## config.mk

```make
export PLATFORM = sky130hd
export DESIGN_NAME = fifo_stream_reader_flat
export DESIGN_NICKNAME = d
export VERILOG_FILES = /design/src/rtl/fifo_stream_reader_if.sv /design/src/rtl/fifo_stream_reader.sv /design/src/flat_wrapper.sv
export SDC_FILE = /design/constraint.sdc
export NUM_CORES = 1
export LEC_CHECK = 0
export ABC_AREA = 1
export BUFFER_PORTS_ARGS = -buffer_cell sky130_fd_sc_hd__buf_2
export CAP_MARGIN = 30
export CORE_MARGIN = 2
export CORE_UTILIZATION = 59
export DETAILED_ROUTE_END_ITERATION = 12
export PLACE_DENSITY = 0.82
export SYNTH_ARGS = -nofsm -noshare
export SYNTH_HDL_FRONTEND = slang
export SYNTH_SLANG_ARGS = --single-unit
```

## constraint.sdc

```tcl
create_clock -name clk -period 4.6 [get_ports clk]
set_input_delay 0 -clock clk [delete_from_list [all_inputs] [get_ports clk]]
set_output_delay 0 -clock clk [all_outputs]
set_load 0.01 [all_outputs]
```

## src/rtl/fifo_stream_reader_if.sv

```systemverilog
// Bundles the FIFO read port and the valid/ready output stream of the reader.
// master = the reader (drives fifo_rd and the stream), slave = FIFO plus sink.
interface fifo_stream_reader_if #(
  parameter int DATA_W = 8
);
  logic              fifo_empty;
  logic [DATA_W-1:0] fifo_data;
  logic              fifo_rd;
  logic              m_valid;
  logic              m_ready;
  logic [DATA_W-1:0] m_data;

  modport master (
    input  fifo_empty, fifo_data, m_ready,
    output fifo_rd, m_valid, m_data
  );

  modport slave (
    output fifo_empty, fifo_data, m_ready,
    input  fifo_rd, m_valid, m_data
  );
endinterface

```

## src/rtl/fifo_stream_reader.sv

```systemverilog
// Consumer-side controller for an 8-bit synchronous FIFO. Bytes are popped
// with fifo_rd, captured one cycle later into a small circular skid buffer and
// re-presented on a valid/ready stream. A read is only issued when the buffer
// has room for every byte already requested (occ + inflight), so a byte can
// never arrive at a full buffer and the FIFO is never read while empty.
module fifo_stream_reader #(
  parameter int DATA_W    = 8,
  parameter int BUF_DEPTH = 3,
  parameter int CNT_W     = 16
) (
  input  logic                 clk,
  input  logic                 rst_n,
  input  logic                 drain_en,
  fifo_stream_reader_if.master bus,
  output logic                 busy,
  output logic [CNT_W-1:0]     byte_cnt
);

  localparam int PTR_W = (BUF_DEPTH > 1) ? $clog2(BUF_DEPTH) : 1;
  localparam int OCC_W = $clog2(BUF_DEPTH + 1);
  localparam logic [PTR_W-1:0] LAST_PTR   = PTR_W'(BUF_DEPTH - 1);
  localparam logic [OCC_W:0]   CREDIT_MAX = (OCC_W + 1)'(BUF_DEPTH);

  typedef enum logic [1:0] {
    IDLE   = 2'd0,
    ACTIVE = 2'd1,
    FLUSH  = 2'd2
  } state_t;

  state_t            state;
  state_t            state_nxt;
  logic [DATA_W-1:0] buf_mem [BUF_DEPTH];
  logic [PTR_W-1:0]  head;
  logic [PTR_W-1:0]  tail;
  logic [OCC_W-1:0]  occ;
  logic              inflight;
  logic              rd;
  logic              pop;
  logic              capture;
  logic [OCC_W:0]    credit_used;

  function automatic logic [PTR_W-1:0] next_ptr(input logic [PTR_W-1:0] p);
    return (p == LAST_PTR) ? '0 : p + PTR_W'(1);
  endfunction

  assign credit_used = {1'b0, occ} + {{OCC_W{1'b0}}, inflight};
  assign capture     = inflight;
  assign pop         = bus.m_valid & bus.m_ready;

  assign bus.fifo_rd = rd;
  assign bus.m_valid = (occ != '0);
  assign bus.m_data  = buf_mem[head];

  // Next-state logic plus the read strobe and busy flag derived from the state.
  always_comb begin
    state_nxt = state;
    rd        = 1'b0;
    busy      = (state != IDLE);
    case (state)
      IDLE: begin
        if (drain_en) state_nxt = ACTIVE;
      end
      ACTIVE: begin
        rd = !bus.fifo_empty && (credit_used < CREDIT_MAX);
        if (!drain_en) state_nxt = FLUSH;
      end
      FLUSH: begin
        if (drain_en) begin
          state_nxt = ACTIVE;
        end else if (!inflight && (occ == '0)) begin
          state_nxt = IDLE;
        end
      end
      default: state_nxt = IDLE;
    endcase
  end

  // State register.
  always_ff @(posedge clk or negedge rst_n) begin
    if (!rst_n) begin
      state <= IDLE;
    end else begin
      state <= state_nxt;
    end
  end

  // Skid buffer: capture the byte requested last cycle, pop on handshake, count deliveries.
  always_ff @(posedge clk or negedge rst_n) begin
    if (!rst_n) begin
      inflight <= 1'b0;
      head     <= '0;
      tail     <= '0;
      occ      <= '0;
      byte_cnt <= '0;
      for (int i = 0; i < BUF_DEPTH; i++) begin
        buf_mem[i] <= '0;
      end
    end else begin
      inflight <= rd;
      if (capture) begin
        buf_mem[tail] <= bus.fifo_data;
        tail          <= next_ptr(tail);
      end
      if (pop) begin
        head     <= next_ptr(head);
        byte_cnt <= byte_cnt + CNT_W'(1);
      end
      case ({capture, pop})
        2'b10:   occ <= occ + OCC_W'(1);
        2'b01:   occ <= occ - OCC_W'(1);
        default: occ <= occ;
      endcase
    end
  end

endmodule

```

## src/flat_wrapper.sv

```systemverilog
// flat-port wrapper written by rule: the top's interface ports become plain ports
module fifo_stream_reader_flat 
#(
  parameter int DATA_W    = 8,
  parameter int BUF_DEPTH = 3,
  parameter int CNT_W     = 16
)
  (clk, rst_n, drain_en, busy, byte_cnt, bus_fifo_empty, bus_fifo_data, bus_m_ready, bus_fifo_rd, bus_m_valid, bus_m_data);
  fifo_stream_reader_if #(.DATA_W(DATA_W)) bus_i ();
  input  logic clk;
  input  logic rst_n;
  input  logic drain_en;
  output logic busy;
  output logic [CNT_W-1:0] byte_cnt;
  input wire logic [$bits(bus_i.fifo_empty)-1:0] bus_fifo_empty;
  input wire logic [$bits(bus_i.fifo_data)-1:0] bus_fifo_data;
  input wire logic [$bits(bus_i.m_ready)-1:0] bus_m_ready;
  output wire logic [$bits(bus_i.fifo_rd)-1:0] bus_fifo_rd;
  output wire logic [$bits(bus_i.m_valid)-1:0] bus_m_valid;
  output wire logic [$bits(bus_i.m_data)-1:0] bus_m_data;
  assign bus_i.fifo_empty = bus_fifo_empty;
  assign bus_i.fifo_data = bus_fifo_data;
  assign bus_i.m_ready = bus_m_ready;
  assign bus_fifo_rd = bus_i.fifo_rd;
  assign bus_m_valid = bus_i.m_valid;
  assign bus_m_data = bus_i.m_data;
  fifo_stream_reader #(.DATA_W(DATA_W), .BUF_DEPTH(BUF_DEPTH), .CNT_W(CNT_W)) u_core (.clk(clk), .rst_n(rst_n), .drain_en(drain_en), .bus(bus_i), .busy(busy), .byte_cnt(byte_cnt));
endmodule
```

## Yosys cells after proc, flatten, opt, wreduce, memory -nomap -nowiden

Index checks and enable logic that the tools add are counted.

- Bits in registers: 49
- Word-level logic and storage cells: 57

- Add/sub/neg operators: 6
- Magnitude comparators: 4
- Equal/unequal tests: 9
- Multiplexer cells: 15
- Bitwise operators: 3
- Reductions and logical operators: 11

Operators with widths:

| kind | count |
|---|---|
| $bwmux 24 | 1 |
| $mux 8 | 3 |
| $add 16x1->16 const B | 1 |
| $bmux 8 s2 | 1 |
| $demux 8 s2 | 1 |
| $mux 2 | 6 |
| $eq 2x2->1 const B | 4 |
| $add 2x1->2 const B | 3 |
| $ge 3x3->1 const B | 2 |
| $not 2->3 | 2 |
| $pmux 2 s3 | 1 |
| $reduce_bool 2->1 | 3 |
| $eq 2x1->1 const B | 2 |
| $logic_not 2->1 | 2 |
| $ne 2x2->1 const B | 2 |
| $pmux 2 s2 | 1 |
| $add 2x1->3 | 1 |
| $logic_and 1x1->1 | 3 |
| $lt 3x1->1 const B | 1 |
| $lt 3x2->1 const B | 1 |
| $ne 3x2->1 const B | 1 |
| $reduce_and 3->1 | 1 |
| $logic_not 1->1 | 2 |
| $sub 2x1->2 const B | 1 |
| other kinds (2) | 2 |

## Logic depth before layout (Yosys ltp)

- Word-level depth: 6
- Gate-level depth with buffers: 8
- Gate-level depth less buffers: 8

## Worst setup path before layout

OpenSTA, ideal clock, no wires.

- Path kind: reg-to-reg
- From: register u_core.inflight, in the netlist u_core.capture
- To: register u_core.inflight, in the netlist u_core.capture
- Setup time: 203 ps
- Data arrival time: 1,676 ps
- Path slack: 2,722 ps
- Stages on the path, launching flop included: 4
- Period minus slack after synthesis: 1,878 ps
- Cell sequence: dfrtp_1 -> ha_1 -> ha_1 -> a2111oi_0

- Cells in the longest elaborated chain, start to end: 4

Ends and longest elaborated chain:

| what | line | text |
|---|---|---|
| start: declaration | fifo_stream_reader.sv:36 | `logic inflight;` |
| start signal: assignment | fifo_stream_reader.sv:99 | `inflight <= rd;` |
| $add 2x1->3 | fifo_stream_reader.sv:46 | `assign credit_used = {1'b0, occ} + {{OCC_W{1'b0}}, inflight};` |
| $lt 3x2->1 | fifo_stream_reader.sv:64 | `rd = !bus.fifo_empty && (credit_used < CREDIT_MAX);` |
| $logic_and 1x1->1 | fifo_stream_reader.sv:64 |  |
| $mux 1 | fifo_stream_reader.sv:59 | `case (state)` |
| named net bus_fifo_rd | flat_wrapper.sv:18 | `output wire logic [$bits(bus_i.fifo_rd)-1:0] bus_fifo_rd;` |

The timed path passes the listed nets, and every way through them passes these cells.
A chain may end at the register's enable or synchronous reset.

## Final worst setup path

- From: register u_core.inflight, in the netlist u_core.capture
- To: output port bus_fifo_rd

- Cells in the longest elaborated chain, start to end: 4

Ends and longest elaborated chain:

| what | line |
|---|---|
| $add 2x1->3 | fifo_stream_reader.sv:46 |
| $lt 3x2->1 | fifo_stream_reader.sv:64 |
| $logic_and 1x1->1 | fifo_stream_reader.sv:64 |
| $mux 1 | fifo_stream_reader.sv:59 |
| end: declaration | flat_wrapper.sv:18 |

Every way passes these cells.

==> results.sh <==
export IMPL_outcome="finished, final reports clean"
export IMPL_yosysUniqueCellTypes=23
export IMPL_synth_seq_cells=49
export IMPL_ios=40
export IMPL_setup_viol=0
export IMPL_synth_nets=275
export IMPL_final_layout_size_suffix_gt1_share_pct=18.2
export IMPL_gp_congestion=0.819
export IMPL_start_util_pct=61.4
export IMPL_maxSlewViolCount=0
export IMPL_grt_pass1_wl_mm=7.60
export IMPL_grt_max_degree=37
export IMPL_async_flop_share_pct=100
export IMPL_wl_per_cell_um=12.4
export IMPL_register_area_um2=1230
export IMPL_worst_slew_pin_slew_ns=0.733
export IMPL_vias=1817
export IMPL_end_kind="primary output"
export IMPL_postRouteWirelength_mm=4.47
export IMPL_cp_arrival_ns=2.00
export IMPL_dieArea_um2=4320
export IMPL_rsz0062_at_grt="no"
export IMPL_synth_edf_count=0
export IMPL_final_common_cell="nand2_1"
export IMPL_num_rows=22
export IMPL_syn_to_final_growth_pct=21.0
export IMPL_drc_errors=0
export IMPL_htree_levels=2
export IMPL_synth_cells=258
export IMPL_chipHeight_um=65.7
export IMPL_cts_sinks=49
export IMPL_cts_root_buffer="clkbuf_8"
export IMPL_powerDensity_nw_per_um2=570
export IMPL_peakVddDrop_v=0.000465
export IMPL_synth_top_flop_cell="dfrtp_1"
export IMPL_max_slew_margin_rel_pct=51.0
export IMPL_grt_usage_pct=23.7
export IMPL_nets=330
export IMPL_critPathTopFamily="compound AO/OA/AOI/OAI gates"
export IMPL_fill_cells=276
export IMPL_drv_cap=0
export IMPL_cts_tree="built"
export IMPL_antennaDiodeCount=0
export IMPL_final_cell_mix="nand2_1 (75), dfrtp_1 (49), buf_2 (39), inv_1 (35), nand3_1 (24)"
export IMPL_final_setup_tns_ns=0
export IMPL_coreArea_um2=3660
export IMPL_dp_hpwl_mm=3.15
export IMPL_min_period_over_period_pct=43.4
export IMPL_slowest_stage="a2111oi_0"
export IMPL_clock_latency_ns=0.31
export IMPL_crit_required_ns=4.60
export IMPL_path_buf_inv=1
export IMPL_grt_overflow_total=0
export IMPL_yosys_warnings=0
export IMPL_final_antenna_net_count=0
export IMPL_cts_inserted_buffers=5
export IMPL_multiInputGateArea_um2=877
export IMPL_path_clk_slew_ns=0.08
export IMPL_slowest_delay_ns=0.51
export IMPL_cpMostUsedCell="ha_1"
export IMPL_worst_setup_path_type="flip-flop to primary output"
export IMPL_max_clock_path_buffers=2
export IMPL_cp_start_kind="flip-flop"
export IMPL_synth_area_um2=2250
export IMPL_skew_ns=0.00532
export IMPL_max_freq_mhz=501
export IMPL_firstDrtPassIters=4
export IMPL_finalHoldViolations=0
export IMPL_crit_chain="ha_1 -> ha_1 -> a2111oi_0 -> buf_2"
export IMPL_ys_seq_area_share_pct=54.5
export IMPL_portBuffers=39
export IMPL_grt_pass1_vias=1735
export IMPL_timing_final_ws_setup_ns=2.60
export IMPL_leakage_nw=1.46
export IMPL_min_path_type="input port to flip-flop"
export IMPL_dr_first_iter_drc_count=117
export IMPL_dp_slack_ns=2.91
export IMPL_dieWidth_um=65.7
export IMPL_synth_area_per_cell_um2=8.71
export IMPL_fin_crit_ns=2.00
export IMPL_worstPathMaxFanout=8
export IMPL_vias_per_cell=5.02
export IMPL_antenna_found_initial=0
## final cells by class
class	instances	share of cell area (%)
clock buffer	7	3.54
clock inverter	1	0.184
inverter	35	4.83
multi-input combinational	171	32.2
sequential	49	45.1
tap	48	2.21
timing repair buffer	51	12.0
## registers in the layout (all words and copies together), names as in the netlist
register and count:
u_core.buf_mem 24, u_core.byte_cnt 16, u_core.capture 1, u_core.head 2, u_core.occ 2, u_core.state 2
u_core.tail 2
## kinds of logic (layout without fill, tap and decap cells)
family	after synthesis	in the layout	synth area share, %
and+or+nand+nor	121	121	24.1
DFF	49	49	54.5
buffers and inverters	38	94	6.46
AOI/OAI and AO/OA	33	33	7.62
xor gates and xnor gates	13	13	5.06
adders and majority gates	4	4	2.23
## synthesized netlist by cell type (2+ instances only)
| master | number | area share [%] |
|---|---|---|
| xor2_1 | 5 | 1.9 |
| dfrtp_1 | 49 | 55 |
| o21ai_0 | 8 | 1.8 |
| nor3_1 | 4 | 0.89 |
| nor2_1 | 8 | 1.3 |
| nand3_1 | 24 | 5.3 |
| nand2_1 | 75 | 13 |
| nor2_2 | 3 | 0.83 |
| o21ai_1 | 21 | 4.7 |
| inv_1 | 35 | 5.8 |
| nand2_2 | 2 | 0.56 |
| a21oi_1 | 2 | 0.45 |
| buf_2 | 2 | 0.45 |
| xnor2_1 | 8 | 3.1 |
| ha_1 | 4 | 2.2 |
## worst paths after layout
| check | slack [ns] | startpoint | depth (start not counted) | end |
|---|---|---|---|---|
| min in group asynchronous | 0.12 | rst_n | 2 | u_core.byte_cnt[3]$_DFFE_PN0P_ |
| worst min register to register | 0.50 | u_core.buf_mem[3]$_DFFE_PN0P_ | 2 | u_core.buf_mem[3]$_DFFE_PN0P_ |
| worst max register to register | 2.98 | u_core.capture$_DFF_PN0_ | 3 | u_core.capture$_DFF_PN0_ |
| worst min-delay path | 0.02 | bus_m_ready | 4 | u_core.byte_cnt[1]$_DFFE_PN0P_ |
| max in group asynchronous | 3.98 | rst_n | 3 | u_core.buf_mem[20]$_DFFE_PN0P_ |
| worst max-delay path | 2.60 | u_core.capture$_DFF_PN0_ | 4 | bus_fifo_rd |
## worst register-to-register path, delay by kind of cell, from the launching register on
family / cells / cell delay (ns)
compound gates: 1 / 0.51
fa+ha+maj: 2 / 0.50
flops: 1 / 0.46
## metal layers
metal / global-route usage, % / part of all wire, %
met1: 31.6 / 47
met5: 0 / 0
met2: 37.1 / 48
met3: 7.02 / 4.8
met4: 7.81 / 0.56
## per-stage QoR
stage | power [mW] | cell area (µm²) | cells | hold slack, ns | utilization, %
detailed placement | 1.28 | 2510 | 343 | -0.0780 | 68.6
finish | 1.55 | 2720 | 362 | 0.0195 | 74.3
CTS | 1.57 | 2720 | 362 | 0.00901 | 74.3
global route | 1.67 | 2720 | 362 | 0.0506 | 74.3
global placement | 1.25 | 2490 | 342 | 0.194 | 68.0
floorplan | 1.07 | 2250 | 258 | -0.296 | -
## what timing repair did
item	CTS	global route
resized for setup	0	0
hold endpoints to repair	74	0
hold buffers	11	0
setup buffers	0	0
## power breakdown
group          total [mW]  internal [mW]  switching, mW
Sequential          0.709          0.594          0.115
Combinational       0.562          0.231          0.331
Clock               0.280          0.136          0.144
Total                1.55          0.961          0.590
(Power assumes the default switching activity.)
